==> config.mk <==
export PLATFORM = sky130hd
export DESIGN_NAME = instruction_fetch_unit
export DESIGN_NICKNAME = d
export VERILOG_FILES = /design/src/rtl/instruction_fetch_unit.sv
export SDC_FILE = /design/constraint.sdc
export NUM_CORES = 1
export LEC_CHECK = 0
export CELL_PAD_IN_SITES_DETAIL_PLACEMENT = 0
export CELL_PAD_IN_SITES_GLOBAL_PLACEMENT = 1
export CORE_UTILIZATION = 36
export DETAILED_ROUTE_END_ITERATION = 10
export PLACE_DENSITY = 0.82
export RECOVER_POWER = 100
export SYNTH_ARGS = -nofsm -noshare
export SYNTH_HDL_FRONTEND = slang
export SYNTH_SLANG_ARGS = --single-unit
export TNS_END_PERCENT = 50
==> constraint.sdc <==
create_clock -name clk -period 2.61 [get_ports clk]
set_input_delay 0.6525 -clock clk [delete_from_list [all_inputs] [get_ports clk]]
set_output_delay 0.6525 -clock clk [all_outputs]
set_load 0.03 [all_outputs]
==> src/rtl/instruction_fetch_unit.sv <==
// Instruction-fetch stage: owns the PC, drives the instruction-memory read
// port and presents {PC+1, instruction, valid} to the IF/ID latch. Handles
// downstream stall, taken branch/jump redirect (flush) and HLT, and counts
// instructions accepted by the downstream stage.
//
// Ports:
//   clk, reset_n                   clock / async active-low reset
//   i_readM, i_address             instruction-memory read request / address (= pc)
//   i_data, i_inputReady           instruction-memory read data / completion
//   stall                          downstream cannot accept this cycle
//   redirect, redirect_pc          taken branch/jump: flush and refetch at target
//   halt                           HLT decoded: stop fetching until reset
//   if_pc, if_instruction, if_valid  IF/ID payload (PC+1, instruction, valid)
//   fetch_count                    accepted instructions, wraps at 2^WORD_SIZE
module instruction_fetch_unit #(
  parameter int unsigned          WORD_SIZE = 16,
  parameter logic [WORD_SIZE-1:0] RESET_PC  = '0,
  parameter logic [WORD_SIZE-1:0] BUBBLE    = '0
) (
  input  logic                 clk,
  input  logic                 reset_n,
  output logic                 i_readM,
  output logic [WORD_SIZE-1:0] i_address,
  input  logic [WORD_SIZE-1:0] i_data,
  input  logic                 i_inputReady,
  input  logic                 stall,
  input  logic                 redirect,
  input  logic [WORD_SIZE-1:0] redirect_pc,
  input  logic                 halt,
  output logic [WORD_SIZE-1:0] if_pc,
  output logic [WORD_SIZE-1:0] if_instruction,
  output logic                 if_valid,
  output logic [WORD_SIZE-1:0] fetch_count
);

  typedef enum logic [2:0] {
    S_IDLE,
    S_FETCH,
    S_BLOCKED,
    S_FLUSH,
    S_HALT
  } state_t;

  state_t               state;
  logic [WORD_SIZE-1:0] pc;
  logic [WORD_SIZE-1:0] pc_inc;
  logic                 accept;
  logic                 slot_free;
  logic                 redirect_hit;
  logic                 halt_hit;

  // The memory address is the PC register itself, so it is held for free
  // while a read is blocked.
  assign i_address    = pc;
  assign pc_inc       = pc + WORD_SIZE'(1);
  assign accept       = if_valid && !stall;
  assign slot_free    = !if_valid || !stall;
  // HALT is terminal: only reset leaves it, so a redirect there is ignored.
  assign redirect_hit = redirect && (state != S_IDLE) && (state != S_HALT);
  assign halt_hit     = (halt && (state != S_IDLE)) || (state == S_HALT);

  // Fetch FSM with registered read request and IF/ID payload.
  always_ff @(posedge clk or negedge reset_n) begin
    if (!reset_n) begin
      state          <= S_IDLE;
      pc             <= RESET_PC;
      i_readM        <= 1'b0;
      if_pc          <= '0;
      if_instruction <= BUBBLE;
      if_valid       <= 1'b0;
      fetch_count    <= '0;
    end else begin
      if (accept) begin
        fetch_count <= fetch_count + WORD_SIZE'(1);
      end

      if (redirect_hit) begin
        // Same-edge read data is wrong-path and is dropped.
        state          <= S_FLUSH;
        pc             <= redirect_pc;
        i_readM        <= 1'b0;
        if_valid       <= 1'b0;
        if_instruction <= BUBBLE;
      end else if (halt_hit) begin
        // Keep the held instruction until downstream takes it, then go empty.
        state   <= S_HALT;
        i_readM <= 1'b0;
        if (accept) begin
          if_valid       <= 1'b0;
          if_instruction <= BUBBLE;
        end
      end else begin
        case (state)
          S_IDLE: begin
            state   <= S_FETCH;
            i_readM <= 1'b1;
          end
          S_FETCH: begin
            if (i_inputReady) begin
              if (slot_free) begin
                if_instruction <= i_data;
                if_pc          <= pc_inc;
                if_valid       <= 1'b1;
                pc             <= pc_inc;
              end else begin
                state <= S_BLOCKED;
              end
            end else if (slot_free) begin
              if_valid       <= 1'b0;
              if_instruction <= BUBBLE;
            end
          end
          S_BLOCKED: begin
            // Address has not moved, so memory is still presenting the data.
            if (!stall) begin
              state          <= S_FETCH;
              if_instruction <= i_data;
              if_pc          <= pc_inc;
              if_valid       <= 1'b1;
              pc             <= pc_inc;
            end
          end
          S_FLUSH: begin
            state   <= S_FETCH;
            i_readM <= 1'b1;
          end
          default: begin
            state   <= S_HALT;
            i_readM <= 1'b0;
          end
        endcase
      end
    end
  end

endmodule

==> results.toml, run 1 <==
[run_status]
status = "complete, but fails checks"
failed_checks = "design-rule violations"

[worst_setup_path]
cpPeakStageDelay_ns = 0.61
cpMaxStageDelayCell = "dlygate4sd3_1"
end_kind = "register"
cp_cell_sequence = "dlygate4sd3_1 > nor2b_1 > clkbuf_1 > nand2_1 > a22o_1 > a22o_1"
start_kind = "input port"
crit_arrival_ns = 2.56
cp.required_ns = 2.83
crit_top_cell = "a22o_1"
crit_family = "buffers and inverters"
worst-path-buf-inv = 2
critical_path.max_fanout = 17
criticalPathCategory = "input port to register"

[clock_network]
holdBufCountCts = 0
numCtsBuffers = 9
clock_sink_count = 69
clk_pin_slew_worst_paths_ns = 0.07
tritoncts = "yes"
clk_path_buf_depth = 2
cts_root_buf = "clkbuf_8"
post_cts_buffers = 0
h-tree-depth = 3
ctsResizeCount = 0
worstSkewPairLatency_ns = 0.33

[placement]
place_congestion = 0.770
placement.io_buffers = 103
hpwl_mm = 5.85

[logic_synthesis]
synth_top_area_share_pct = 51.8
yosysMostFrequentCell = "dfrtp_1"
synth.distinct_cells = 48
seq_area_frac_synth_pct = 51.8
synth_area_mm2 = 0.00333
avgSynthCellArea_um2 = 10.9
synth_ff_type = "dfrtp_1"
synthArstFlopShare_pct = 100
synth_common_cells = "dfrtp_1, xnor2_1, nand2_1, nor2_1, a22o_1"
syn-instance-count = 307
ys_seq_elements = 69
ys_warn_count = 0
synthTopCellsByArea = "dfrtp_1, xnor2_1, mux2_2"
syn_nets = 347
synth_top_area_cell = "dfrtp_1"
synth_edf_count = 0

[route]
vias = 2739
drc_errors = 3
ant_nets = 0
drtIter0Drc = 80
drt-total-wl_mm = 8.08
wl_per_cell_um = 15.4
first_pass_iters = 10
viasPerCell = 5.21

[timing]
slew_violations = 0
fin_setup_tns_ns = 0
finalHoldViolations = 0
period_needed_ns = 2.34
setup_violations = 0
tightest_slew_ns = 1.44
max_clock_freq_mhz = 427
rsz0062_at_grt = "no"
slew_headroom_pct = 3.79
clock_skew_ns = 0.00557
fin_crit_sh_pct = 89.7

[floorplan]
dieArea_mm2 = 0.00965
rows = 34
die_x_um = 98.2
core_area_mm2 = 0.00885
die_h_um = 98.2
initial_utilization_pct = 37.7
io_pins = 104

[flow_run]
maxCapViolCount = 0

[global_route]
grt_pass1_vias = 2761
grt_overflow = 0
antenna_found_initial = 0
grt_max_degree = 29
track_usage_pct = 17.6
grt_pass1_wl_mm = 13.5

[finish]
nNetsFinal = 455
multi_input_area_mm2 = 0.00150
area_growth_pct = 39.8
seq_area_mm2 = 0.00173
post-route-util_pct = 52.7
fill_cells = 806
drive_above_1_share_pct = 11.2
diodes = 0

[pwr]
cellLeakagePower_nw = 2.04
vdd_ir_drop_max_v = 0.000424
powerDensity_mw_per_mm2 = 1050

[worst_hold_path]
hp-class = "register to register"
layout make-up:
cell class	count	share of cell area, %
Timing Repair Buffer	117	23.9
Clock inverter	2	0.215
Multi-Input combinational cell	213	32.2
Clock buffer	12	3.33
Sequential cell	69	37.0
Tap cell	108	2.90
Inverter	5	0.403
registers in the layout, indices dropped and copies added (netlist names):
name and flops:
fetch_count 16, if_instruction 16, state 3, if_valid 1
if_pc 16, i_readM 1, i_address 16
cells by family after synthesis:
logic type	count (synthesis)	synth area share, %
DFF	69	51.8
adders and majority gates	2	0.750
AOI/OAI and AO/OA	58	12.3
xor gates and xnor gates	30	7.88
buffers and inverters	25	3.41
and+or+nand+nor	106	18.2
muxes	17	5.70
power breakdown:
part | internal [mW] | total (mW) | switching, mW
clock network | 0.384 | 0.755 | 0.372
logic | 0.962 | 2.27 | 1.31
registers | 1.42 | 1.86 | 0.435
total | 2.77 | 4.89 | 2.12
cell usage in the layout, fill, tap and decap left out, types with 5 or more instances in the layout:
master	synthesis	routed
a21oi_1	6	6
a22o_1	17	17
a31oi_1	10	10
and3_1	6	6
buf_4	1	5
clkbuf_1	6	7
clkbuf_8	0	11
clkdlybuf4s50_1	0	34
dfrtp_1	69	69
dlygate4sd3_1	0	68
inv_1	5	5
mux2_2	16	16
nand2_1	21	21
nand3_1	13	13
nand4_1	7	7
nor2_1	18	18
o211ai_1	5	5
o21ai_0	10	10
or3_1	8	8
or4_1	5	5
xnor2_1	22	22
xor2_1	8	8
metrics by stage:
stage | area (um2) | worst slack (ns) | hold WS [ns] | total power [mW] | std cells
after floorplan | 3330 | 0.507 | 0.357 | 3.29 | 307
after global placement | 4530 | 0.161 | 0.463 | 4.28 | 512
after detailed placement | 4530 | 0.113 | 0.481 | 4.32 | 512
after CTS | 4700 | 0.320 | 0.335 | 5.10 | 526
after global routing | 4660 | 0.133 | 0.514 | 5.21 | 526
final | 4660 | 0.270 | 0.489 | 4.89 | 526
worst reg2reg max path, stage by stage, from the launching register on:
cell	delay, ns
dfrtp_1	0.47
ha_1	0.29
nand3_2	0.17
or4_4	0.58
or4_1	0.41
nand3_1	0.09
per-layer routing:
metal	routed length (um)	vias up	track usage [%]
met4	79	0	6.54
li1	-	1332	-
met5	0	-	0
met3	380	7	3.51
met2	3930	76	28.9
met1	3690	1324	23.0
final timing paths:
kind,startpoint,to,slack [ns],cells past startpoint
worst min-delay path,fetch_count[11],fetch_count[11],0.49,1
max in group asynchronous,reset_n,i_address[9],0.54,2
worst max-delay path,stall,if_instruction[2],0.27,6
worst max register to register,i_address[0],i_address[14],0.53,5
worst min register to register,fetch_count[11],fetch_count[11],0.49,1
min in group asynchronous,reset_n,if_pc[3],0.65,1
(Power assumes the default switching activity.)
==> inputs of run 2 (changes only) <==
--- a/config.mk
+++ b/config.mk
@@ -7,10 +7,12 @@
 export LEC_CHECK = 0
 export CELL_PAD_IN_SITES_DETAIL_PLACEMENT = 0
 export CELL_PAD_IN_SITES_GLOBAL_PLACEMENT = 1
-export CORE_UTILIZATION = 36
+export CORE_UTILIZATION = 37
+export CTS_BUF_LIST = sky130_fd_sc_hd__clkbuf_8
 export DETAILED_ROUTE_END_ITERATION = 10
-export PLACE_DENSITY = 0.82
+export PLACE_DENSITY = 0.84
 export RECOVER_POWER = 100
+export REMOVE_ABC_BUFFERS = 1
 export SYNTH_ARGS = -nofsm -noshare
 export SYNTH_HDL_FRONTEND = slang
 export SYNTH_SLANG_ARGS = --single-unit
==> run 2 against run 1 <==
Effect of this change: the flow now finishes without violations; first-iteration DRC count did not move; largest power group unchanged; highest routed layer unchanged; critical endpoint is now i_address[9]; hold slack got worse by 0.0089 ns; setup slack got worse by 0.017 ns.
==> results.toml, run 2 (synthesis gave the netlist of run 1 again) <==
[floorplan]
io_pins = 104
initial_utilization_pct = 38.2
die_h_um = 96.9
die_x_um = 96.9
rows = 34
dieArea_mm2 = 0.00940
core_area_mm2 = 0.00872

[worst_setup_path]
criticalPathCategory = "input port to register"
start_kind = "input port"
cpMaxStageDelayCell = "dlygate4sd3_1"
cp.required_ns = 2.86
end_kind = "register"
critical_path.max_fanout = 31
cp_cell_sequence = "dlygate4sd3_1 > nor4b_1 > a32oi_1 > buf_12 > or4_1 > a31oi_1"
cpPeakStageDelay_ns = 0.61
crit_arrival_ns = 2.61

[finish]
diodes = 0
layout_common_cells = "dfrtp_1, dlygate4sd3_1, clkdlybuf4s50_1"
area_growth_pct = 41.5
nNetsFinal = 450
drive_above_1_share_pct = 11.1
fill_cells = 757
fin_cells = 523

[timing]
slew_violations = 0
rsz0062_at_grt = "no"
tightest_slew_ns = 1.06
finalHoldViolations = 0
slew_headroom_pct = 29.6
max_clock_freq_mhz = 424
fin_setup_tns_ns = 0
fin_crit_sh_pct = 90.3
period_needed_ns = 2.36
clock_skew_ns = 0.0108
setup_violations = 0

[worst_hold_path]
hp-class = "input port to async pin"

[clock_network]
numCtsBuffers = 9
ctsResizeCount = 0
worstSkewPairLatency_ns = 0.34
holdBufCountCts = 0
clock_sink_count = 69
tritoncts = "yes"
h-tree-depth = 3
cts_root_buf = "clkbuf_8"
clk_pin_slew_worst_paths_ns = 0.07
clk_path_buf_depth = 2
post_cts_buffers = 0

[run_status]
status = "finished clean"

[global_route]
grtUsageMet1_pct = 23.3
grt_max_degree = 53
gr-usage-met3_pct = 3.76
top_usage_layer = "met2"
grt_pass1_wl_mm = 13.7
grt_overflow = 0
grt_pass1_vias = 2771
grt_util_met2_pct = 29.7
antenna_found_initial = 0
track_usage_pct = 18.0

[route]
first_pass_iters = 4
drtIter0Drc = 80
drc_errors = 0
wl_per_cell_um = 15.7
viasPerCell = 5.28
vias = 2764
drt-total-wl_mm = 8.20
ant_nets = 0

[placement]
place_inst = 507
placement.io_buffers = 103
place_congestion = 0.824
hpwl_mm = 5.69

[pwr]
powerDensity_mw_per_mm2 = 1080
cellLeakagePower_nw = 2.05
vdd_ir_drop_max_v = 0.000522
p_total_mw = 5.11

[flow_run]
maxCapViolCount = 0
-- run 2: cell count changes in the layout (fill, tap and decap cells not counted) --
cell,before,now
buf_4,5,2
clkdlybuf4s50_1,34,33
clkinvlp_4,0,1
buf_12,1,3
a21boi_0,1,0
clkbuf_8,11,10
clkinv_4,0,1
dlygate4sd3_1,68,69
clkbuf_2,3,0
bufinv_16,0,2
a21boi_1,0,1
clkbuf_1,7,5
-- run 2: where the power goes --
part           switching [mW]  internal, mW
Clock                   0.411         0.562
Combinational            1.33         0.961
Sequential              0.430          1.42
Total                    2.17          2.94
-- run 2: critical path, delay by kind of cell --
| family | cells | cell delay [ns] |
|---|---|---|
| and+or+nand+nor | 2 | 0.81 |
| AOI/OAI and AO/OA | 2 | 0.34 |
| buffers and inverters | 2 | 0.81 |
-- run 2: layout make-up --
| cell class | count | area (um2) | share of cell area [%] |
|---|---|---|---|
| Clock inverter | 6 | 86.3 | 1.83 |
| Multi-Input combinational cell | 213 | 1500 | 31.8 |
| Timing Repair Buffer | 112 | 1110 | 23.6 |
| Sequential cell | 69 | 1730 | 36.6 |
| Inverter | 5 | 18.8 | 0.398 |
| Clock buffer | 10 | 138 | 2.92 |
| Tap cell | 108 | 135 | 2.86 |
-- run 2: worst paths after layout --
| kind | start | slack (ns) | depth (start not counted) | endpoint |
|---|---|---|---|---|
| max in group asynchronous | reset_n | 1.30 | 2 | if_pc[14] |
| setup / recovery | halt | 0.25 | 6 | i_address[9] |
| setup reg to reg | i_address[0] | 0.50 | 5 | i_address[14] |
| hold reg to reg | fetch_count[15] | 0.48 | 1 | fetch_count[15] |
| hold / removal | reset_n | 0.48 | 1 | if_pc[3] |
| min in group clk | fetch_count[15] | 0.48 | 1 | fetch_count[15] |
-- run 2: metal layers --
layer | wire [um] | vias to the layer above
li1 | - | 1333
met1 | 3790 | 1334
met2 | 3930 | 87
met3 | 380 | 10
met4 | 97 | 0
met5 | 0 | -
-- run 2: metrics by stage --
stage                     utilization, %  setup slack [ns]  hold WS, ns  cell area [um2]
after floorplan                        -           -0.0126        0.357             3240
after global placement              51.8            0.0753        0.461             4520
after detailed placement            51.8            0.0670        0.474             4520
after CTS                           54.4             0.350        0.250             4740
after global routing                54.1             0.140        0.509             4720
final                               54.1             0.253        0.481             4720
